===== config.mk =====
export PLATFORM = sky130hd
export DESIGN_NAME = flag_fifo
export DESIGN_NICKNAME = d
export VERILOG_FILES = /design/src/rtl/flag_fifo_pkg.sv /design/src/rtl/flag_fifo_mem.sv /design/src/rtl/flag_fifo.sv
export SDC_FILE = /design/constraint.sdc
export NUM_CORES = 1
export LEC_CHECK = 0
export CAP_MARGIN = 20
export CORE_UTILIZATION = 53
export DETAILED_ROUTE_END_ITERATION = 10
export GPL_TIMING_DRIVEN = 0
export PLACE_DENSITY = 0.79
export REMOVE_ABC_BUFFERS = 1
export SYNTH_ARGS = -nofsm -noshare
export SYNTH_HDL_FRONTEND = slang
export SYNTH_SLANG_ARGS = --single-unit

===== constraint.sdc =====
create_clock -name clk -period 2.37 [get_ports clk]
set_input_delay 0.5925 -clock clk [delete_from_list [all_inputs] [get_ports clk]]
set_output_delay 0.5925 -clock clk [all_outputs]
set_load 0.03 [all_outputs]

===== src/rtl/flag_fifo_pkg.sv =====
// Shared UART package for the flag FIFO.
// Holds the default word width and FIFO depth used across the UART slice,
// and the encodings for the overflow policy selected by OVERWRITE.
package flag_fifo_pkg;

  // Defaults shared by the RX path and the bus-side register interface
  localparam int unsigned DEF_WORD_WIDTH = 8;
  localparam int unsigned DEF_DEPTH      = 4;

  // Overflow policy encodings for the OVERWRITE parameter
  localparam int unsigned OVF_DROP      = 0;  // discard incoming word when full
  localparam int unsigned OVF_OVERWRITE = 1;  // replace oldest word when full

endpackage


===== src/rtl/flag_fifo_mem.sv =====
// Register-array storage for flag_fifo.
// DEPTH x WORD_WIDTH array, synchronous write port, asynchronous read port.
// All entries clear on reset so the read port shows 0 straight after reset.
// Ports:
//   clk, rst_n : clock (rising edge) and asynchronous active-low reset
//   we         : write enable
//   waddr      : write address
//   wdata      : write data
//   raddr      : read address
//   rdata      : read data, combinational from the array
module flag_fifo_mem
  import flag_fifo_pkg::*;
#(
  parameter int unsigned WORD_WIDTH = DEF_WORD_WIDTH,
  parameter int unsigned DEPTH      = DEF_DEPTH,
  localparam int unsigned AW        = $clog2(DEPTH)
) (
  input  logic                  clk,
  input  logic                  rst_n,
  input  logic                  we,
  input  logic [AW-1:0]         waddr,
  input  logic [WORD_WIDTH-1:0] wdata,
  input  logic [AW-1:0]         raddr,
  output logic [WORD_WIDTH-1:0] rdata
);

  logic [WORD_WIDTH-1:0] mem_q [DEPTH];
  logic [WORD_WIDTH-1:0] mem_d [DEPTH];

  always_comb begin
    mem_d = mem_q;
    if (we) begin
      mem_d[waddr] = wdata;
    end
  end

  always_ff @(posedge clk or negedge rst_n) begin
    if (!rst_n) begin
      for (int unsigned i = 0; i < DEPTH; i++) begin
        mem_q[i] <= '0;
      end
    end else begin
      mem_q <= mem_d;
    end
  end

  assign rdata = mem_q[raddr];

endmodule


===== src/rtl/flag_fifo.sv =====
// Multi-entry flag FIFO between the UART RX deserialiser and the bus-side
// register interface. First-word-fall-through: the head entry is always
// visible on dout. Provides occupancy, almost-full status, sticky
// overflow/underflow flags and a selectable overflow policy.
// Ports:
//   clk, rst_n    : clock (rising edge) and asynchronous active-low reset
//   wr_en, din    : push request and data
//   rd_en         : pop request for the head entry
//   dout          : head entry, combinational from storage
//   flag          : data available (count != 0)
//   full          : count == DEPTH
//   almost_full   : count >= AF_THRESH
//   count         : current occupancy
//   err_clear     : clears both sticky error flags
//   overflow_err  : sticky, push attempted while full (without a pop)
//   underflow_err : sticky, pop attempted while empty
module flag_fifo
  import flag_fifo_pkg::*;
#(
  parameter int unsigned WORD_WIDTH = DEF_WORD_WIDTH,
  parameter int unsigned DEPTH      = DEF_DEPTH,
  parameter int unsigned AF_THRESH  = 3,
  parameter int unsigned OVERWRITE  = OVF_DROP,
  localparam int unsigned PW        = $clog2(DEPTH),
  localparam int unsigned CW        = PW + 1
) (
  input  logic                  clk,
  input  logic                  rst_n,
  input  logic                  wr_en,
  input  logic [WORD_WIDTH-1:0] din,
  input  logic                  rd_en,
  output logic [WORD_WIDTH-1:0] dout,
  output logic                  flag,
  output logic                  full,
  output logic                  almost_full,
  output logic [CW-1:0]         count,
  input  logic                  err_clear,
  output logic                  overflow_err,
  output logic                  underflow_err
);

  logic [PW-1:0] wr_ptr_q, wr_ptr_d;
  logic [PW-1:0] rd_ptr_q, rd_ptr_d;
  logic [CW-1:0] count_q, count_d;
  logic          ovf_q, ovf_d;
  logic          unf_q, unf_d;

  logic is_empty;
  logic is_full;
  logic push_ok;
  logic pop_ok;
  logic ovf_evt;
  logic unf_evt;
  logic ovw_push;
  logic mem_we;

  always_comb begin
    is_empty = (count_q == '0);
    is_full  = (count_q == CW'(DEPTH));

    // A pop frees a slot in the same cycle, so a push alongside a pop is
    // always accepted, even when full. When empty, the pop is the underflow
    // and the push still lands (no bypass to dout).
    pop_ok   = rd_en & ~is_empty;
    push_ok  = wr_en & (~is_full | rd_en);
    ovf_evt  = wr_en & is_full & ~rd_en;
    unf_evt  = rd_en & is_empty;

    // Overwrite policy: store over the oldest entry and advance both
    // pointers, leaving count at DEPTH.
    ovw_push = ovf_evt & (OVERWRITE == OVF_OVERWRITE);
    mem_we   = push_ok | ovw_push;

    wr_ptr_d = wr_ptr_q + PW'(mem_we);
    rd_ptr_d = rd_ptr_q + PW'(pop_ok | ovw_push);

    count_d = count_q;
    if (push_ok && !pop_ok) begin
      count_d = count_q + CW'(1);
    end else if (pop_ok && !push_ok) begin
      count_d = count_q - CW'(1);
    end

    // New error events win over a simultaneous clear
    ovf_d = ovf_evt | (ovf_q & ~err_clear);
    unf_d = unf_evt | (unf_q & ~err_clear);
  end

  always_ff @(posedge clk or negedge rst_n) begin
    if (!rst_n) begin
      wr_ptr_q <= '0;
      rd_ptr_q <= '0;
      count_q  <= '0;
      ovf_q    <= 1'b0;
      unf_q    <= 1'b0;
    end else begin
      wr_ptr_q <= wr_ptr_d;
      rd_ptr_q <= rd_ptr_d;
      count_q  <= count_d;
      ovf_q    <= ovf_d;
      unf_q    <= unf_d;
    end
  end

  flag_fifo_mem #(
    .WORD_WIDTH (WORD_WIDTH),
    .DEPTH      (DEPTH)
  ) u_mem (
    .clk   (clk),
    .rst_n (rst_n),
    .we    (mem_we),
    .waddr (wr_ptr_q),
    .wdata (din),
    .raddr (rd_ptr_q),
    .rdata (dout)
  );

  assign count         = count_q;
  assign flag          = ~is_empty;
  assign full          = is_full;
  assign almost_full   = (count_q >= CW'(AF_THRESH));
  assign overflow_err  = ovf_q;
  assign underflow_err = unf_q;

endmodule


==> out/qor.yml, run 1 <==
outcome:
  status: "finished, final reports clean"
timing:
  rsz0062_at_grt: "false"
  hold_viol: 0
  setup_ws_ns: 0.106
  tns_ns: 0
  slew_headroom: 0.410
  finalSetupViolCount: 0
  fmax_ghz: 0.442
  slew_viol_final: 0
  period_needed_ns: 2.26
  fin_hold_ws_ns: 0.358
  fin_crit_sh: 0.955
  finClkSkew_ns: 0.00739
  worstMarginPinSlew_ns: 0.885
layout:
  drive_above_1_share: 0.450
  fin_area_mm2: 0.00224
  final_nets: 165
  area.growth.synth_to_final_pct: 18.6
  insertedDiodeCount: 0
drt:
  drc_errors: 0
  ant_nets: 0
  drt-total-wl_mm: 3.41
  vias: 1076
  vias_per_cell: 5.52
  drtIter0Drc: 44
  dr.pass1.iters: 4
  routedWlPerCell_um: 17.5
clock_network:
  cts_tree: "done"
  path_clk_slew_ns: 0.11
  cts_buffers: 5
  clockBufferDepth: 2
  h-tree-depth: 2
  cts.sinks: 41
  insertion_delay_ns: 0.34
  cts_root_buffer: "clkbuf_4"
place:
  place_congestion: 0.645
  post_dp_cell_area_mm2: 0.00219
  post-place-ws_ns: -0.551
  port_buffers: 28
  dp_hpwl_mm: 2.30
global_routing:
  use_met3: 0.0441
  grt.met1_usage: 0.263
  met2_usage: 0.346
  busiest_layer: "met2"
  grt_max_degree: 42
  overflow: 0
  grt_pass1_vias: 1124
  antenna_found_initial: 0
  grt_pass1_wl_mm: 5.44
  grtUsageTotal: 0.207
yosys:
  yosys-top-cells-area: "dfrtp_1, mux2_2, mux4_2, mux2_4, ha_1"
  synth_common_cells: "dfrtp_1, mux2_2, mux2_4, mux4_2, inv_1"
  ys_seq_elements: 41
  netlist_instances: 114
  synth_edf_count: 0
  synth_top_cell_area_share: 0.543
  synth.distinct_cells: 25
  yosysMostFrequentCell: "dfrtp_1"
  syn_area_mm2: 0.00189
  yosysTopAreaCell: "dfrtp_1"
  yosys_warnings: 0
  async_flop_share: 1.00
  synth_ff_type: "dfrtp_1"
  synth.avg_cell_area_um2: 16.6
  yosysSeqAreaShare: 0.543
hold_path:
  min_path_type: "input port to asynchronous set/reset pin"
floorplanning:
  rows: 21
  pin_count: 29
  dieArea_mm2: 0.00381
  die_height_um: 61.7
  die_x_um: 61.7
  coreArea_mm2: 0.00336
  initial_utilization: 0.561
worst_setup_path:
  worstPathCellList: "clkbuf_4 -> mux4_2 -> clkdlybuf4s15_2"
  crit_family: "multiplexers"
  cp_num_buf_inv: 2
  slowest_stage: "mux4_2"
  cp-start-kind: "flip-flop"
  worstPathMaxFanout: 4
  path_class: "flip-flop to primary output"
  max_stage_delay_ns: 0.50
  crit_arrival_ns: 1.67
  critPathCaptureType: "primary output"
  required_ns: 1.78
pwr:
  vdd_drop_max_uv: 821
  p_per_area_mw_per_mm2: 1520
  p_leak_nw: 0.982
job:
  max-cap-violations: 0
[final cells by class]
type                    instances  area, um2
clock buffers                   8       48.8
well taps                      46       57.6
flip-flops and latches         41       1030
multi-input cells              64        812
repair buffers                 31        273
fillers                       295       1120
inverters                       5       18.8
[state kept, by name, indices dropped and copies added (netlist names)]
register,count
rd_ptr_q,2
underflow_err,1
u_mem.mem_q,32
wr_ptr_q,2
count,3
overflow_err,1
[metrics by stage]
| step | utilization | cells | total power, W |
|---|---|---|---|
| after floorplan | - | 110 | 0.00256 |
| after global placement | 0.653 | 184 | 0.00310 |
| after detailed placement | 0.651 | 184 | 0.00319 |
| after CTS | 0.670 | 195 | 0.00346 |
| after global routing | 0.666 | 195 | 0.00361 |
| final | 0.666 | 195 | 0.00341 |
[kinds of logic after synthesis]
group                    Yosys count  synth area share
XOR/XNOR                           5            0.0232
flip-flops                        41             0.543
multiplexers                      41             0.308
buffers and inverters              9            0.0265
AO/OA/AOI/OAI                      3            0.0146
AND/OR/NAND/NOR                   11            0.0537
adder cells (fa/ha/maj)            4            0.0305
[layout by cell type (no fill, tap or decap), drive strengths merged]
cell,n
dlygate4sd2,3
mux2,33
clkbuf,14
fa,1
xor2,4
and4bb,1
inv,5
and2b,1
or4b,1
a21o,1
ha,3
mux4,8
clkdlybuf4s50,16
nor4b,1
a22o,1
nand2,2
clkdlybuf4s15,3
dfrtp,41
nor3b,2
xnor2,1
a32o,1
nor2,1
buf,3
nor3,2
[final timing paths]
check	startpoint	endpoint	slack, ns	cells after the start
worst max-delay path	rd_ptr_q[0]$_DFF_PN0_	dout[3]	0.11	3
worst min-delay path	rst_n	u_mem.mem_q[27]$_DFFE_PN0P_	0.36	1
worst max register to register	count[1]$_DFFE_PN0P_	count[1]$_DFFE_PN0P_	0.24	6
worst min register to register	overflow_err$_DFF_PN0_	overflow_err$_DFF_PN0_	0.51	1
max in group asynchronous	rst_n	count[0]$_DFFE_PN0P_	1.39	1
min in group clk	overflow_err$_DFF_PN0_	overflow_err$_DFF_PN0_	0.51	1
[layer usage]
layer / part of all wire / up-vias
met2: 0.51 / 25
met5: 0 / -
met1: 0.43 / 562
met4: 0.012 / 0
li1: - / 484
met3: 0.045 / 5
[where the power goes]
group          internal [W]  switching, W  leakage [nW]
sequential          0.00106      0.000271         0.485
combinational      0.000919      0.000836         0.470
clock              0.000118      0.000207        0.0265
total               0.00210       0.00131         0.982
[what timing repair did]
item | CTS | global route
pin swaps | 1 | 0
hold buffers | 0 | 0
setup endpoints to repair | 12 | 8
gates resized for setup | 18 | 13
buffers inserted | 3 | 0
No activity file was read; power rests on OpenSTA's default activity.
==> inputs of run 2 (changes only) <==
Settings changed: CTS_BUF_LIST set to sky130_fd_sc_hd__clkbuf_16.
==> run 2 against run 1 <==
- cell count unchanged
- clock power up 88%
- via count barely moved
- worst setup slack worse by 0.0081 ns
- total power rose by 9.4%
- register-to-register slack about the same
- non-clock buffer count stayed put
- sequential cell count unchanged
- combinational power barely moved
- design area up 4.9%
- sequential power about the same
- critical path depth unchanged
==> out/qor.yml, run 2 (synthesis results as in run 1) <==
floorplanning:
  rows: 21
  die_x_um: 61.7
  coreArea_mm2: 0.00336
  die_height_um: 61.7
  pin_count: 29
  dieArea_mm2: 0.00381
  initial_utilization: 0.561
drt:
  routedWlPerCell_um: 17.6
  ant_nets: 0
  drtIter0Drc: 31
  drt-total-wl_mm: 3.43
  vias: 1077
  dr.pass1.iters: 3
  vias_per_cell: 5.52
  drc_errors: 0
worst_setup_path:
  worstReg2RegStart: "count[0]$_DFFE_PN0P_"
  worstPathCellList: "buf_4 -> mux4_2 -> dlygate4sd2_1"
  required_ns: 1.78
  crit_arrival_ns: 1.68
  crit_family: "buffers and inverters"
  worstPathMaxFanout: 4
  cp_num_buf_inv: 2
  cp-start-kind: "flip-flop"
  critPathCaptureType: "primary output"
  max_stage_delay_ns: 0.49
  critPathLaunch: "rd_ptr_q[0]$_DFF_PN0_"
  path_class: "flip-flop to primary output"
  slowest_stage: "mux4_2"
place:
  port_buffers: 28
  dp_hpwl_mm: 2.30
  place_congestion: 0.645
layout:
  area.growth.synth_to_final_pct: 24.4
  insertedDiodeCount: 0
  final_common_cell: "dfrtp_1"
  layout.cells.most_common_list: "dfrtp_1, mux2_2, clkdlybuf4s50_1"
  drive_above_1_share: 0.383
  largest_reg_flops: 32
  final_nets: 165
  top_register: "u_mem.mem_q"
job:
  max-cap-violations: 0
timing:
  worstMarginPinSlew_ns: 0.884
  finClkSkew_ns: 0.00309
  slew_viol_final: 0
  slew_headroom: 0.411
  fmax_ghz: 0.440
  rsz0062_at_grt: "false"
  fin_crit_sh: 0.958
  tns_ns: 0
  period_needed_ns: 2.27
  finalSetupViolCount: 0
  hold_viol: 0
pwr:
  vdd_drop_max_uv: 862
  p_leak_nw: 1.05
  p_per_area_mw_per_mm2: 1590
  power_w: 0.00373
clock_network:
  cts.sinks: 41
  h-tree-depth: 2
  path_clk_slew_ns: 0.05
  clockBufferDepth: 2
  cts_root_buffer: "clkbuf_16"
  cts_buffers: 5
  cts_tree: "done"
  ctsHoldBuffers: 0
  insertion_delay_ns: 0.28
global_routing:
  antenna_found_initial: 0
  grt_pass1_vias: 1127
  overflow: 0
  grtUsageTotal: 0.214
  grt_pass1_wl_mm: 5.55
  grt_max_degree: 42
outcome:
  status: "finished, final reports clean"
hold_path:
  min_path_type: "input port to asynchronous set/reset pin"
run 2: cell count changes in the layout (fill, tap and decap cells not counted):
| cell | previous run | this run |
|---|---|---|
| dlygate4sd2_1 | 3 | 11 |
| clkbuf_4 | 6 | 0 |
| clkbuf_16 | 0 | 5 |
| clkbuf_2 | 5 | 0 |
| clkbuf_1 | 3 | 0 |
| clkdlybuf4s15_2 | 3 | 0 |
| inv_1 | 5 | 8 |
| dfrtp_1 | 38 | 40 |
| dfrtp_2 | 3 | 1 |
| buf_12 | 0 | 1 |
run 2: worst paths after layout:
kind,to,depth (start not counted),slack [ns]
max in group asynchronous,rd_ptr_q[0]$_DFF_PN0_,1,1.32
max reg2reg,count[1]$_DFFE_PN0P_,6,0.25
min in group clk,overflow_err$_DFF_PN0_,1,0.50
max,dout[3],3,0.1
min,u_mem.mem_q[27]$_DFFE_PN0P_,1,0.44
min reg2reg,overflow_err$_DFF_PN0_,1,0.50
run 2: routing by layer:
layer,share of wire,track usage,wire [um],vias to the layer above
met5,0,0,0,-
met4,0.013,0.0762,43,0
met3,0.041,0.0756,140,4
met2,0.50,0.347,1720,25
met1,0.45,0.265,1530,563
li1,-,-,-,485
run 2: power by group:
| part | switching, W | internal (W) |
|---|---|---|
| combinational | 0.000830 | 0.000945 |
| clock | 0.000237 | 0.000378 |
| sequential | 0.000281 | 0.00106 |
| total | 0.00135 | 0.00238 |
run 2: through the flow:
stage                     hold WS, ns   util  cell area, um2  cells  setup slack (ns)
final                           0.439  0.698            2350    195            0.0984
after global routing            0.513  0.698            2350    195            0.0307
after CTS                       0.474  0.698            2350    195            0.0912
after detailed placement        0.494  0.651            2190    184            -0.551
after global placement          0.483  0.653            2190    184            -0.471
after floorplan                 0.297      -            1860    110             0.104
run 2: final cells by class:
type / count / area [um2]
Clock buffer: 5 / 125
Clock inverter: 3 / 11.3
Fill cell: 267 / 1010
Inverter: 5 / 18.8
Multi-Input combinational cell: 64 / 812
Sequential cell: 41 / 1030
Tap cell: 46 / 57.6
Timing Repair Buffer: 31 / 297
run 2: timing repair:
| item | in CTS | in global routing |
|---|---|---|
| setup buffers | 3 | 0 |
| endpoints found under the setup margin | 12 | 0 |
| resized for setup | 13 | 0 |
